### config.mk
export PLATFORM = sky130hd
export DESIGN_NAME = intc_priority_ctrl_flat
export DESIGN_NICKNAME = d
export VERILOG_FILES = /design/src/rtl/intc_priority_ctrl_pkg.sv /design/src/rtl/intc_priority_ctrl_if.sv /design/src/rtl/intc_priority_ctrl_edge_sync.sv /design/src/rtl/intc_priority_ctrl.sv /design/src/flat_wrapper.sv
export SDC_FILE = /design/constraint.sdc
export NUM_CORES = 1
export LEC_CHECK = 0
export CAP_MARGIN = 30
export CORE_MARGIN = 3
export CORE_UTILIZATION = 25
export CTS_CLUSTER_DIAMETER = 100
export DETAILED_ROUTE_END_ITERATION = 12
export DONT_BUFFER_PORTS = 1
export MAX_ROUTING_LAYER = met4
export SYNTH_ARGS = -nofsm -noshare
export SYNTH_HDL_FRONTEND = slang
export SYNTH_SLANG_ARGS = --single-unit
export TNS_END_PERCENT = 30
### constraint.sdc
create_clock -name clk -period 1.3 [get_ports clk]
set_input_delay 0.26 -clock clk [delete_from_list [all_inputs] [get_ports clk]]
set_output_delay 0.26 -clock clk [all_outputs]
set_load 0.03 [all_outputs]
### src/rtl/intc_priority_ctrl_pkg.sv
// Shared types and constants for the fixed-priority interrupt controller.
// Holds the FSM state encoding and the lowest-index priority encoder.
package intc_pkg;

  localparam int MAX_SRC = 4;
  localparam int VEC_W   = 2;
  localparam logic [MAX_SRC-1:0] MASK_RST = '1;

  typedef enum logic [1:0] {
    ST_IDLE    = 2'd0,
    ST_REQ     = 2'd1,
    ST_SERVICE = 2'd2
  } state_t;

  // Index of the lowest set bit; index 0 wins, so scan from the top down.
  function automatic logic [VEC_W-1:0] prio_enc(input logic [MAX_SRC-1:0] v);
    prio_enc = '0;
    for (int i = MAX_SRC - 1; i >= 0; i--) begin
      if (v[i]) prio_enc = VEC_W'(i);
    end
  endfunction

endpackage

### src/rtl/intc_priority_ctrl_if.sv
// CPU-side bus of the interrupt controller: mask write, request/vector,
// ack/eoi handshake and the status snapshot.
interface intc_priority_ctrl_if #(
  parameter int N_SRC = 3
);
  import intc_pkg::*;

  logic             mask_we;
  logic [N_SRC-1:0] mask_wdata;
  logic             irq_ack;
  logic             irq_eoi;
  logic             irq_req;
  logic [VEC_W-1:0] irq_vector;
  logic [7:0]       status;

  modport master (
    output mask_we, mask_wdata, irq_ack, irq_eoi,
    input  irq_req, irq_vector, status
  );

  modport slave (
    input  mask_we, mask_wdata, irq_ack, irq_eoi,
    output irq_req, irq_vector, status
  );

endinterface

### src/rtl/intc_priority_ctrl_edge_sync.sv
// Two-flop synchroniser for one raw interrupt line, followed by a rising-edge
// detector that emits a single-cycle pulse on the synchronised level.
module irq_edge_sync (
  input  logic clk,
  input  logic reset,
  input  logic async_in,
  output logic pulse
);

  logic meta;
  logic sync;
  logic sync_d;

  always_ff @(posedge clk) begin
    if (!reset) begin
      meta   <= 1'b0;
      sync   <= 1'b0;
      sync_d <= 1'b0;
    end else begin
      meta   <= async_in;
      sync   <= meta;
      sync_d <= sync;
    end
  end

  assign pulse = sync & ~sync_d;

endmodule

### src/rtl/intc_priority_ctrl.sv
// Fixed-priority interrupt controller: pending/mask/in-service registers,
// lowest-index selection and the req/ack/eoi sequencer.
// Define INTC_NEST_EN to let a higher-priority source pre-empt a service.
//
// state      | meaning
// -----------+-----------------------------------------------------------
// ST_IDLE    | nothing in service, no request outstanding
// ST_REQ     | irq_req high, irq_vector frozen until ack or mask-out
// ST_SERVICE | at least one source in service, no request outstanding
module intc_priority_ctrl
  import intc_pkg::*;
#(
  parameter int N_SRC = 3
) (
  input  logic                 clk,
  input  logic                 reset,
  input  logic [N_SRC-1:0]     irq_in,
  intc_priority_ctrl_if.slave  bus
);

  state_t           state;
  logic             irq_req;
  logic [VEC_W-1:0] irq_vector;
  logic [N_SRC-1:0] pending;
  logic [N_SRC-1:0] in_service;
  logic [N_SRC-1:0] mask;

  logic [N_SRC-1:0] edge_pulse;
  logic [N_SRC-1:0] vec_oh;
  logic [N_SRC-1:0] lowest_ins;
  logic [N_SRC-1:0] allow;
  logic [N_SRC-1:0] sel;
  logic [N_SRC-1:0] ins_next;
  logic [N_SRC-1:0] pend_next;
  logic [N_SRC-1:0] mask_next;
  logic [VEC_W-1:0] sel_vec;
  logic             sel_any;
  logic             ack_fire;
  logic             vec_masked;

  for (genvar g = 0; g < N_SRC; g++) begin : g_src
    irq_edge_sync u_sync (
      .clk      (clk),
      .reset    (reset),
      .async_in (irq_in[g]),
      .pulse    (edge_pulse[g])
    );
  end

  always_comb begin
    vec_oh = '0;
    for (int i = 0; i < N_SRC; i++) begin
      vec_oh[i] = (irq_vector == VEC_W'(i));
    end
  end

  assign ack_fire   = (state == ST_REQ) && bus.irq_ack;
  assign lowest_ins = in_service & (~in_service + N_SRC'(1));

`ifdef INTC_NEST_EN
  // Only sources strictly above the most urgent in-service one may pre-empt.
  assign allow = (in_service == '0) ? '1 : (lowest_ins - N_SRC'(1));
`else
  assign allow = (in_service == '0) ? '1 : '0;
`endif

  assign sel        = pending & ~mask & allow;
  assign sel_any    = |sel;
  assign sel_vec    = prio_enc(MAX_SRC'(sel));
  assign vec_masked = |(mask & vec_oh);

  // A fresh edge on the acked source re-sets pending: set wins over clear.
  assign ins_next  = (in_service & ~(bus.irq_eoi ? lowest_ins : '0))
                   | (ack_fire ? vec_oh : '0);
  assign pend_next = (pending & ~(ack_fire ? vec_oh : '0)) | edge_pulse;
  assign mask_next = bus.mask_we ? bus.mask_wdata : mask;

  always_ff @(posedge clk) begin
    if (!reset) begin
      state      <= ST_IDLE;
      irq_req    <= 1'b0;
      irq_vector <= '0;
      pending    <= '0;
      in_service <= '0;
      mask       <= MASK_RST[N_SRC-1:0];
    end else begin
      pending    <= pend_next;
      in_service <= ins_next;
      mask       <= mask_next;
      case (state)
        ST_IDLE: begin
          if (sel_any) begin
            state      <= ST_REQ;
            irq_req    <= 1'b1;
            irq_vector <= sel_vec;
          end
        end
        ST_REQ: begin
          if (ack_fire) begin
            state   <= ST_SERVICE;
            irq_req <= 1'b0;
          end else if (vec_masked) begin
            state   <= (ins_next == '0) ? ST_IDLE : ST_SERVICE;
            irq_req <= 1'b0;
          end
        end
        ST_SERVICE: begin
          if (ins_next == '0) begin
            state <= ST_IDLE;
          end else if (!bus.irq_eoi && sel_any) begin
            state      <= ST_REQ;
            irq_req    <= 1'b1;
            irq_vector <= sel_vec;
          end
        end
        default: begin
          state   <= ST_IDLE;
          irq_req <= 1'b0;
        end
      endcase
    end
  end

  assign bus.irq_req    = irq_req;
  assign bus.irq_vector = irq_vector;
  assign bus.status     = {MAX_SRC'(in_service), MAX_SRC'(pending)};

endmodule

### src/flat_wrapper.sv
// flat-port wrapper written by rule: the top's interface ports become plain ports
module intc_priority_ctrl_flat import intc_pkg::*;
#(
  parameter int N_SRC = 3
)
  (clk, reset, irq_in, bus_mask_we, bus_mask_wdata, bus_irq_ack, bus_irq_eoi, bus_irq_req, bus_irq_vector, bus_status);
  intc_priority_ctrl_if #(.N_SRC(N_SRC)) bus_i ();
  input  logic clk;
  input  logic reset;
  input  logic [N_SRC-1:0] irq_in;
  input wire logic [$bits(bus_i.mask_we)-1:0] bus_mask_we;
  input wire logic [$bits(bus_i.mask_wdata)-1:0] bus_mask_wdata;
  input wire logic [$bits(bus_i.irq_ack)-1:0] bus_irq_ack;
  input wire logic [$bits(bus_i.irq_eoi)-1:0] bus_irq_eoi;
  output wire logic [$bits(bus_i.irq_req)-1:0] bus_irq_req;
  output wire logic [$bits(bus_i.irq_vector)-1:0] bus_irq_vector;
  output wire logic [$bits(bus_i.status)-1:0] bus_status;
  assign bus_i.mask_we = bus_mask_we;
  assign bus_i.mask_wdata = bus_mask_wdata;
  assign bus_i.irq_ack = bus_irq_ack;
  assign bus_i.irq_eoi = bus_irq_eoi;
  assign bus_irq_req = bus_i.irq_req;
  assign bus_irq_vector = bus_i.irq_vector;
  assign bus_status = bus_i.status;
  intc_priority_ctrl #(.N_SRC(N_SRC)) u_core (.clk(clk), .reset(reset), .irq_in(irq_in), .bus(bus_i));
endmodule
==> Word-level counts from Yosys, hierarchy flattened <==
Index checks and enable logic that the tools add are counted.
{ "classes": {"n_eq_ne": 9, "muxes": 23, "add_sub_neg": 1, "n_bitwise": 18, "n_reduce_logical": 13, "div_mod_pow": 0, "shifts": 0, "mul": 0, "order_cmp": 0} }
{ "ops": {"columns": ["op", "n"], "rows": [
  ["2-to-1 mux 2 bit", 12],
  ["bitwise AND 3 bit", 6],
  ["NOT 3 bit", 4],
  ["2-to-1 mux 3 bit", 3],
  ["AND reduction 4 bit", 2],
  ["zero test 3 bit", 2],
  ["!= test 3 x 1 -> 1 bit, second input constant", 2],
  ["bitwise OR 3 bit", 2],
  ["one-hot mux 2 bit (3 select lines)", 1],
  ["OR reduction 3 bit", 2],
  ["2-to-1 mux 1 bit", 5],
  ["== test 2 x 1 -> 1 bit, second input constant", 2],
  ["== test 2 bit, second input constant", 2],
  ["zero test 2 bit", 2],
  ["!= test 2 x 1 -> 1 bit, second input constant", 2],
  ["one-hot mux 2 bit (2 select lines)", 1],
  ["adder 3 x 1 -> 3 bit, second input constant", 1],
  ["bitwise AND 1 bit", 3],
  ["NOT 1 bit", 3],
  ["one-hot mux 1 bit (3 select lines)", 1],
  ["AND reduction 3 bit", 1],
  ["logical AND 1 bit", 2],
  ["!= test 2 bit, second input constant", 1],
  ["nonzero test 2 bit", 1],
  ["zero test 1 bit", 1]
]} }
{ "word_totals": {"output_inout_bits": 11, "word_cells": 79, "ram_bits": 0, "in_bits": 11, "register_bits": 23, "latch_bits": 0, "mem_count": 0, "mem_bits_ro": 0} }

==> Depth between registers and ports, before layout <==
Gate-level depths: netlist (run 1).
{ "depth": {"ltp_word": 12, "mapped_depth": 4} }

==> Hierarchy <==
From an unflattened synthesis (run 1), not the netlist that was laid out.
{ "unflattened": {"cells_unflattened": 91, "area_unflattened_um2": 963.4} }
{ "by_module_without_submodules": {"columns": ["module", "seq_area_each_um2", "area_per_inst_um2", "cells_per_inst", "n_inst"], "rows": [
  ["intc_priority_ctrl", 280.3, 685.7, 70, 1],
  ["irq_edge_sync", 60.1, 92.6, 7, 3]
]} }

==> Least setup slack after synthesis (run 1) <==
Ideal clock, no wire load.
{ "synth_path": {"path_type": "flip-flop to flip-flop", "start": "reg u_core.pending[1]", "end": "reg u_core.irq_vector[1] (netlist: u_core.bus.irq_vector[1])", "slack_ns": -0.236, "arrival_ns": 1.418, "path_buffers": 0, "stages_incl_launch_ff": 5, "setup_ns": 0.119, "period_less_slack_ns": 1.536, "path_cell_list": "dfxtp_1 > nor2b_1 > nor3_2 > or4_4 > mux2i_1"} }
{ "synth_via": {"elab_chain_len": 7, "elab_cells_between_ends": 13, "cone_classes": "2 x eq/ne; 6 x mux; 2 x bitwise; 3 x reduce/logical"} }
{ "synth_lines": {"columns": ["element", "line_no", "source"], "rows": [
  ["from (decl)", "intc_priority_ctrl.sv:24", "logic [N_SRC-1:0] pending;"],
  ["from (signal assigned)", "intc_priority_ctrl.sv:87", "pending <= pend_next;"],
  ["bitwise AND 3 bit * (2 in a row)", "intc_priority_ctrl.sv:67", "assign sel = pending & ~mask & allow;"],
  ["2-to-1 mux 2 bit (2 in a row)", "intc_priority_ctrl_pkg.sv:19", "if (v[i]) prio_enc = VEC_W'(i);"],
  ["2-to-1 mux 2 bit", "intc_priority_ctrl.sv:110", "end else if (!bus.irq_eoi && sel_any) begin"],
  ["2-to-1 mux 2 bit", "intc_priority_ctrl.sv:108", "if (ins_next == '0) begin"],
  ["one-hot mux 2 bit (2 select lines)", "intc_priority_ctrl.sv:90", "case (state)"],
  ["to (signal assigned)", "intc_priority_ctrl.sv:95", "irq_vector <= sel_vec;"],
  ["to (signal assigned)", "intc_priority_ctrl.sv:113", "irq_vector <= sel_vec;"],
  ["to (decl)", "intc_priority_ctrl.sv:23", "logic [VEC_W-1:0] irq_vector;"]
]} }
Mark *: on every way between the ends. The rest lies on a longest branch, timed or not. The select of a mux whose other input is x is not followed.
A chain may end at the register's enable or synchronous reset.

==> Worst setup path after layout (run 1) <==
{ "layout_path": {"start": "reg u_core.in_service[0]", "end": "reg u_core.irq_vector[1] (netlist: u_core.bus.irq_vector[1])"} }
{ "layout_via": {"elab_chain_len": 10, "elab_cells_between_ends": 24, "cone_classes": "1 x add/sub; 3 x eq/ne; 9 x mux; 6 x bitwise; 5 x reduce/logical"} }
{ "layout_lines": {"columns": ["element", "line_no", "source"], "rows": [
  ["from (decl)", "intc_priority_ctrl.sv:25", "logic [N_SRC-1:0] in_service;"],
  ["from (signal assigned)", "intc_priority_ctrl.sv:88", "in_service <= ins_next;"],
  ["NOT 3 bit", "intc_priority_ctrl.sv:58", "assign lowest_ins = in_service & (~in_service + N_SRC'(1));"],
  ["adder 3 x 1 -> 3 bit", "intc_priority_ctrl.sv:58", null],
  ["bitwise AND 3 bit", "intc_priority_ctrl.sv:58", null],
  ["2-to-1 mux 3 bit", "intc_priority_ctrl.sv:73", "assign ins_next = (in_service & ~(bus.irq_eoi ? lowest_ins : '0))"],
  ["NOT 3 bit", "intc_priority_ctrl.sv:73", null],
  ["bitwise AND 3 bit", "intc_priority_ctrl.sv:73", null],
  ["bitwise OR 3 bit", "intc_priority_ctrl.sv:74", "| (ack_fire ? vec_oh : '0);"],
  ["zero test 3 bit", "intc_priority_ctrl.sv:108", null],
  ["!= test 2 bit (no line)", null, null],
  ["AND reduction 4 bit (no line)", null, null]
]} }
Parallel ways exist; a longest one is shown, timed or not. The select of a mux whose other input is x is not followed.

==> out/qor.yml, run 1 <==
outcome:
  status: "complete, but fails checks"
  violations: "negative setup slack"
clocking:
  clkTransAtPathRegs_ps: 80
  root_buffer: "clkbuf_8"
  numCtsBuffers: 3
  insertion_delay_ps: 260
  postCtsHoldBufs: 0
  cts_tree: "built"
  cts_sinks: 23
  clockBufferDepth: 2
  h-tree-depth: 1
die:
  dieArea_mm2: 0.00456
  die_h_um: 67.5
  pin_count: 22
  start_util_pct: 27.1
  core_area_mm2: 0.00349
  die_w_um: 67.5
  rows: 21
finish:
  area_growth_pct: 25.9
  antennaDiodeCount: 0
  fin_util_pct: 34.1
  drive_gt1_share_pct: 30.4
  final_nets: 127
global_route:
  grt_pass1_vias: 687
  grt_max_degree: 26
  grt_usage_pct: 9.51
  grt.overflow.total: 0
  antenna_found_initial: 0
  grt_pass1_wl_um: 3100
yosys:
  synth_top_family_by_area: "simple AND/OR/NAND/NOR gates"
  yosys.area_share.simple_pct: 29.9
  netlist.top_cell.by_area: "dfxtp_1"
  synthTopCellsByCount: "dfxtp_1 (23), and2_1 (9), nand2_1 (8), nor2b_1 (8), mux2i_1 (6)"
  yosys.area_share.adder_pct: 1.06
  synth_mux_area_share_pct: 6.35
  synth_most_common_cell: "dfxtp_1"
  synth_top_area_share_pct: 48.7
  synth_edf_count: 0
  syn-cell-area_um2: 946
  synth_compound_area_share_pct: 10.4
  yosys_warnings: 0
  synthXorXnorAreaFrac_pct: 0
  synthFlopType: "dfxtp_1"
  async_reset_ff_share_pct: 0
  yosysSeqAreaShare_pct: 48.7
  synth_area_per_cell_um2: 9.96
  syn_inst: 95
  synth.distinct_cells: 33
  ys_top_cells_by_area: "dfxtp_1 (49%), mux2i_1 (6.3%), and2_1 (6.0%)"
  ys_ff_latch: 23
sta:
  hold_violations: 0
  layout_min_cycle_time_ps: 1420
  fmaxAchievable_ghz: 0.702
  fin_crit_sh_pct: 110
  finalMaxSlewViolations: 0
  rsz0062_at_grt: "true"
  finalSetupViolations: 3
  setup_ws_ps: -124
  fin_skew_ps: 2.16
place:
  dp_slack_ps: -120
  place.gp.congestion: 0.753
  post-dp-hpwl_um: 1420
  io_buffers: 0
setup_path:
  crit_slowest_cell: "or4_4"
  required_ps: 1450
  startpoint_type: "flop"
  cp-end-kind: "flop"
  path_class: "flop to flop"
  arrival_ps: 1580
  critPathMaxStageDelay_ps: 450
  critPathMaxFanout: 3
  crit_path_cell_trace: "or3_4 -> or4_4 -> mux2i_1"
route:
  wl_per_cell_um: 11.0
  drt_iter0_drc: 31
  ant_nets: 0
  routed-via-count: 704
  vias_per_cell: 4.37
  drc: 0
  firstDrtPassIters: 2
  drt-total-wl_um: 1770
pwr:
  power_mw: 1.27
  ir_drop_v: 0.000763
  power_density_mw_per_mm2: 1070
  p_leak_nw: 0.508
hold_path:
  hp-class: "primary input to flop"
job:
  maxCapViolCount: 0
[layout by cell type (no fill, tap or decap), types with 2 or more instances in the layout]
| master | count |
|---|---|
| a21boi_1 | 3 |
| nor2_1 | 2 |
| dfxtp_1 | 16 |
| and2_1 | 9 |
| nand2_1 | 8 |
| dfxtp_2 | 6 |
| nor2b_1 | 7 |
| o21a_1 | 2 |
| clkbuf_8 | 3 |
| nand2b_1 | 3 |
| inv_1 | 2 |
| nand3b_1 | 2 |
| buf_4 | 19 |
| conb_1 | 2 |
| a21oi_1 | 3 |
| mux2i_1 | 6 |
[routing by layer]
metal / global-route usage [%] / wire length [um] / vias up
met4: 2.28 / 8 / 0
met2: 13.2 / 733 / 21
met3: 4.49 / 147 / 2
li1: - / - / 365
met1: 12.3 / 880 / 316
met5: - / 0 / -
[layout make-up]
class / instances / area, um^2
sequential: 23 / 472
fill: 371 / 2300
inverter: 2 / 7.51
tap: 46 / 57.6
clock inverter: 1 / 6.26
clock buffer: 3 / 41.3
multi-input combinational: 67 / 464
timing repair buffer: 19 / 143
[critical path, delay by kind of cell (launching register included)]
kind / cells / cell delay (ps)
AND/OR/NAND/NOR: 2 / 830
flip-flops: 1 / 350
multiplexers: 1 / 140
[sequential cells by signal, summed over array words and instances (netlist names)]
name and flops:
u_core.bus.irq_req 1, u_core.g_src.u_sync.sync_d 3, u_core.g_src.u_sync.meta 3, u_core.g_src.u_sync.sync 3, u_core.state 2, u_core.in_service 3, u_core.mask 3, u_core.bus.irq_vector 2
u_core.pending 3
[what timing repair did]
| action | CTS | global route |
|---|---|---|
| pin swaps | 0 | 2 |
| gates resized for setup | 0 | 3 |
| setup endpoints to repair | 3 | 7 |
| buffers inserted | 0 | 0 |
[power by group]
part / internal (mW) / total [mW] / switching (mW)
sequential: 0.727 / 0.741 / 0.0133
combinational: 0.0467 / 0.0916 / 0.0448
clock: 0.218 / 0.441 / 0.224
total: 0.992 / 1.27 / 0.282
[path summary, 6_finish.rpt]
| kind | from | to | slack (ps) | cells after the start |
|---|---|---|---|---|
| max | u_core.in_service[0]$_SDFF_PN0_ | u_core.bus.irq_vector[1]$_SDFFE_PN0P_ | -120 | 3 |
| min reg2reg | u_core.g_src[1].u_sync.meta$_SDFF_PN0_ | u_core.g_src[1].u_sync.sync$_SDFF_PN0_ | 440 | 1 |
| min | reset | u_core.mask[1]$_SDFFE_PN1P_ | 60 | 1 |
| max reg2reg | u_core.in_service[0]$_SDFF_PN0_ | u_core.bus.irq_vector[1]$_SDFFE_PN0P_ | -120 | 3 |
[through the flow]
stage                     setup TNS [ps]  cell area [um^2]  instances  hold WS, ps
final                               -338              1190        161         60.1
after floorplan                     -520               960         96          387
after global placement              -253              1140        157          328
after global routing                -723              1190        161         39.9
after detailed placement            -312              1140        157          329
after CTS                           -356              1180        161         50.8
[kinds of logic (layout without fill, tap and decap cells)]
logic type                 Yosys count  count (layout)
buffers and inverters                6              25
and+or+nand+nor                     44              44
AOI/OAI and AO/OA                   14              14
DFF                                 23              23
muxes                                6               6
other                                1               2
adders and majority gates            1               1
Power figures use the tool's default switching activity.
==> inputs of run 2 (changes only) <==
Settings changed: CTS_CLUSTER_SIZE from default to 12, HOLD_SLACK_MARGIN from default to 0.06.
==> out/qor.yml, run 2 (synthesis results as in run 1) <==
pwr:
  ir_drop_v: 0.000769  # +0.74%
  power_density_mw_per_mm2: 1070  # -0.37%
  power_mw: 1.28  # +0.47%
  p_leak_nw: 0.512  # +0.82%
place:
  place.gp.congestion: 0.753  # unchanged
  post-dp-hpwl_um: 1420  # unchanged
  io_buffers: 0  # unchanged
global_route:
  grt_usage_pct: 9.65  # +0.14 points
  grt.overflow.total: 0  # unchanged
  grt_pass1_vias: 696  # +1.3%
  grt_pass1_wl_um: 3150  # +1.5%
  antenna_found_initial: 0  # unchanged
  grt_max_degree: 24  # -7.7%
route:
  wl_per_cell_um: 11.1  # +0.73%
  vias_per_cell: 4.40  # +0.65%
  drc: 0  # unchanged
  drt_iter0_drc: 23  # -26%
  drt-total-wl_um: 1790  # +1.4%
  ant_nets: 0  # unchanged
  firstDrtPassIters: 2  # unchanged
  routed-via-count: 713  # +1.3%
setup_path:
  path_class: "flop to flop"
  startpoint_type: "flop"
  timing.rr.end: "u_core.bus.irq_vector[1]$_SDFFE_PN0P_"
  required_ps: 1450  # about the same
  crit_slowest_cell: "or4_4"
  crit_end: "u_core.bus.irq_vector[1]$_SDFFE_PN0P_"
  critPathMaxFanout: 3  # unchanged
  r2r_cells: 3  # unchanged
  arrival_ps: 1580  # about the same
  timing.rr.start: "u_core.in_service[0]$_SDFF_PN0_"
  crit_path_cell_trace: "or3_4 -> or4_4 -> mux2i_1"
  r2r_slack_ps: -120  # about the same
  crit_start: "u_core.in_service[0]$_SDFF_PN0_"
  cp-end-kind: "flop"
  critPathMaxStageDelay_ps: 450  # about the same
sta:
  fmaxAchievable_ghz: 0.702  # about the same
  setup_ws_ps: -124  # +0.412 ps
  finalSetupViolations: 3  # unchanged
  finalMaxSlewViolations: 0  # unchanged
  rsz0062_at_grt: "true"
  fin_setup_tns_ps: -338  # -0.689 ps
  layout_min_cycle_time_ps: 1420  # -0.412 ps
  hold_violations: 0  # unchanged
  fin_skew_ps: 2.63  # +0.469 ps
  fin_crit_sh_pct: 110  # about the same
outcome:
  violations: "negative setup slack"
  status: "complete, but fails checks"
die:
  start_util_pct: 27.1  # unchanged
  rows: 21  # unchanged
  pin_count: 22  # unchanged
  dieArea_mm2: 0.00456  # unchanged
  die_h_um: 67.5  # unchanged
  core_area_mm2: 0.00349  # unchanged
  die_w_um: 67.5  # unchanged
clocking:
  root_buffer: "clkbuf_8"
  h-tree-depth: 1  # unchanged
  clockBufferDepth: 2  # unchanged
  numCtsBuffers: 3  # unchanged
  clkTransAtPathRegs_ps: 80  # about the same
  cts_setup_buffers: 0  # unchanged
  insertion_delay_ps: 260  # about the same
  cts_tree: "built"
  cts_sinks: 23  # unchanged
hold_path:
  hp-class: "primary input to flop"
finish:
  drive_gt1_share_pct: 30.2  # -0.26 points
  final_common_cell: "buf_4"
  fillers: 373  # +0.54%
  area_growth_pct: 27.0
  antennaDiodeCount: 0  # unchanged
  final_nets: 128  # +0.79%
  layout_common_cells: "buf_4 (19), dfxtp_1 (16), and2_1 (9)"
job:
  maxCapViolCount: 0  # unchanged
run 2: cell count changes in the layout (fill, tap and decap cells not counted), sizes merged:
cell	delta
dlygate4sd3	+1
run 2: layer usage:
layer,vias up,part of all wire [%],track usage [%]
li1,367,-,-
met1,323,51,12.8
met2,21,40,13.2
met3,2,8.2,4.49
met4,0,0.45,2.28
met5,-,0,-
run 2: worst min path at each step:
stage	start	endpoint	slack [ps]	cells after the start
floorplan	irq_in[0]	u_core.g_src[0].u_sync.meta$_SDFF_PN0_	390	1
global placement	reset	u_core.mask[2]$_SDFFE_PN1P_	330	1
detailed placement	reset	u_core.mask[1]$_SDFFE_PN1P_	330	1
CTS	reset	u_core.in_service[0]$_SDFF_PN0_	110	1
global route	reset	u_core.g_src[1].u_sync.sync$_SDFF_PN0_	100	1
finish	reset	u_core.in_service[0]$_SDFF_PN0_	110	1
run 2: area by class of cell:
class	instances	area, um^2	area share (%)
Sequential cell	23	472	39.3
Multi-Input combinational cell	67	464	38.6
Timing Repair Buffer	20	153	12.7
Tap cell	46	57.6	4.79
Clock buffer	3	41.3	3.44
Inverter	2	7.51	0.625
Clock inverter	1	6.26	0.521
run 2: power breakdown:
group,leakage (nW),internal (mW),switching [mW]
registers,0.192,0.727,0.0133
logic,0.294,0.0487,0.0466
clock network,0.0260,0.218,0.226
run 2: what timing repair did:
action                                  in CTS  in global routing
resized for setup                            0                  3
hold buffers                                 1                  0
endpoints found under the hold margin        3                  0
cloned                                       0                  0
pin swaps                                    0                  2
endpoints found under the setup margin       3                  7
run 2: worst max-delay path: cells and delay by family (launching register included):
family	cells	cell delay (ps)
DFF	1	350
and+or+nand+nor	2	830
muxes	1	140
run 2: stage by stage:
stage / worst slack (ps) / instance area [um^2] / utilization (%) / hold WS (ps) / std cells
after detailed placement: -120 / 1140 / 32.5 / 329 / 157
after global placement: -97.0 / 1140 / 32.5 / 328 / 157
after floorplan: -143 / 960 / - / 387 / 96
after CTS: -126 / 1190 / 34.2 / 110 / 162
after global routing: -169 / 1200 / 34.4 / 97.7 / 162
final: -124 / 1200 / 34.4 / 115 / 162
==> inputs of run 3 (changes only) <==
Settings changed: CORE_UTILIZATION 25 to 30.
==> out/qor.yml, run 3 (synthesis results as in run 1) <==
finish:
  fin_util_pct: 44.5  # +10 points
  layout_common_cells: "buf_4 (20), dfxtp_1 (14), and2_1 (9), dlygate4sd3_1 (9)"
  fin_area_mm2: 0.00128  # +6.5%
  antennaDiodeCount: 0  # unchanged
  final_nets: 138  # +7.8%
  final_common_cell: "buf_4"
  fillers: 296  # -21%
  fin_cells: 168  # +3.7%
  area_growth_pct: 35.2
  drive_gt1_share_pct: 30.2  # about the same
setup_path:
  startpoint_type: "flop"
  crit_start: "u_core.in_service[0]$_SDFF_PN0_"
  r2r_cells: 3  # unchanged
  path_class: "flop to flop"
  crit_slowest_cell: "or4_4"
  r2r_slack_ps: -150  # -20 ps
  crit_path_cell_trace: "or3_4 -> or4_4 -> a21boi_1"
  crit_end: "u_core.state[0]$_SDFFE_PN0P_"
  cp-end-kind: "flop"
  timing.rr.end: "u_core.state[0]$_SDFFE_PN0P_"
  arrival_ps: 1690  # +110 ps
  timing.rr.start: "u_core.in_service[0]$_SDFF_PN0_"
  critPathMaxFanout: 3  # unchanged
  critPathMaxStageDelay_ps: 450  # about the same
  required_ps: 1540  # +90 ps
global_route:
  grt_pass1_vias: 740  # +6.3%
  grt_pass1_wl_um: 3300  # +4.8%
  grt.overflow.total: 0  # unchanged
  grt_usage_pct: 11.0  # +1.4 points
  antenna_found_initial: 0  # unchanged
  grt_max_degree: 17  # -29%
pwr:
  p_clk_share_pct: 28.0  # -6.7 points
  p_leak_nw: 0.551  # +7.7%
  ir_drop_v: 0.000828  # +7.7%
  power_frac_seq_pct: 62.3  # +4.4 points
  p_comb_share_pct: 9.7  # +2.2 points
  p_int_uw: 911  # -8.3%
  p_sw_uw: 279  # -2.4%
  power_density_mw_per_mm2: 931  # -13%
  switching_share_pct: 23.4  # +1.1 points
route:
  drt_iter0_drc: 14  # -39%
  routed-via-count: 758  # +6.3%
  drc: 0  # unchanged
  wl_per_cell_um: 12.0  # +8.4%
  vias_per_cell: 4.51  # +2.5%
  ant_nets: 0  # unchanged
  drt-total-wl_um: 2020  # +12%
  firstDrtPassIters: 4  # +2
sta:
  fmaxAchievable_ghz: 0.691  # -1.6%
  fin_skew_ps: 1.02  # -1.60 ps
  rsz0062_at_grt: "true"
  setup_ws_ps: -147  # -23.6 ps
  whs_ps: 72.9  # -41.9 ps
  layout_min_cycle_time_ps: 1450  # +23.6 ps
  fin_crit_sh_pct: 111  # +1.8 points
  hold_violations: 0  # unchanged
  finalMaxSlewViolations: 0  # unchanged
  finalSetupViolations: 4  # +1
place:
  io_buffers: 0  # unchanged
  placed_cells: 154  # -1.9%
  dpl_cell_area_mm2: 0.00114  # +0.22%
  post-dp-hpwl_um: 1390  # -1.9%
  place.gp.congestion: 0.828  # +10%
  dp_slack_ps: -110  # +9.85 ps
job:
  maxCapViolCount: 0  # unchanged
clocking:
  clkTransAtPathRegs_ps: 120  # +40 ps
  root_buffer: "clkbuf_4"
  cts_sinks: 23  # unchanged
  h-tree-depth: 1  # unchanged
  clockBufferDepth: 2  # unchanged
  numCtsBuffers: 3  # unchanged
  cts_tree: "built"
  insertion_delay_ps: 310  # +50 ps
die:
  start_util_pct: 32.9  # +5.8 points
  core_area_mm2: 0.00288  # -18%
  rows: 19  # -9.5%
  pin_count: 22  # unchanged
  die_w_um: 62.2  # -7.9%
  die_h_um: 62.2  # -7.9%
  dieArea_mm2: 0.00386  # -15%
outcome:
  status: "complete, but fails checks"
  violations: "negative setup slack"
hold_path:
  hp-class: "primary input to flop"
  hold_path_depth: 1  # unchanged
run 3: cell count changes in the layout (fill, tap and decap cells not counted), moves of 2 or more:
cell and delta:
clkbuf_4 +3, clkbuf_8 -3, dfxtp_1 -2, dfxtp_2 +2
dlygate4sd3_1 +8
run 3: cell type report:
cell class	count	area [um^2]	area share, %
Clock inverter	1	6.26	0.489
Inverter	2	7.51	0.587
Clock buffer	3	22.5	1.76
Multi-Input combinational cell	67	464	36.3
Sequential cell	23	474	37.1
Tap cell	42	52.6	4.11
Timing Repair Buffer	30	251	19.7
run 3: routing by layer:
layer  up-vias  routed length [um]  part of all wire [%]  GRT usage (%)
met5         -                   0                     0              -
met4         0                   0                     0           2.21
met3         0                 170                   8.4           5.95
met2        19                 962                    48           18.3
met1       348                 883                    44           11.8
li1        391                   -                     -              -
run 3: per-stage QoR:
stage	power, mW	TNS (ps)
CTS	1.21	-457
floorplan	0.830	-520
global placement	0.846	-265
finish	1.19	-544
global route	1.26	-879
detailed placement	0.848	-364
run 3: power groups by stage:
stage	clock [mW]	sequential [mW]	combinational, mW
global placement	0	0.757	0.0891
floorplan	0	0.768	0.0620
CTS	0.352	0.742	0.112
detailed placement	0	0.758	0.0901
global route	0.387	0.745	0.127
finish	0.333	0.741	0.116
run 3: timing repair:
item | 4_1_cts | 5_1_grt
endpoints found under the setup margin | 5 | 11
endpoints found under the hold margin | 12 | 5
pin swaps | 0 | 3
hold buffers | 7 | 2
setup buffers | 0 | 1
gates resized for setup | 0 | 5
run 3: critical path, delay by kind of cell (launching register included):
family / cells / cell delay (ps)
DFF: 1 / 370
and+or+nand+nor: 2 / 840
AOI/OAI and AO/OA: 1 / 170
run 3: worst min-delay path by stage:
stage | startpoint | end
floorplan | irq_in[0] | u_core.g_src[0].u_sync.meta$_SDFF_PN0_
global placement | reset | u_core.mask[1]$_SDFFE_PN1P_
detailed placement | reset | u_core.mask[2]$_SDFFE_PN1P_
CTS | reset | u_core.g_src[0].u_sync.sync_d$_SDFF_PN0_
global route | reset | u_core.pending[2]$_SDFF_PN0_
finish | reset | u_core.pending[1]$_SDFF_PN0_
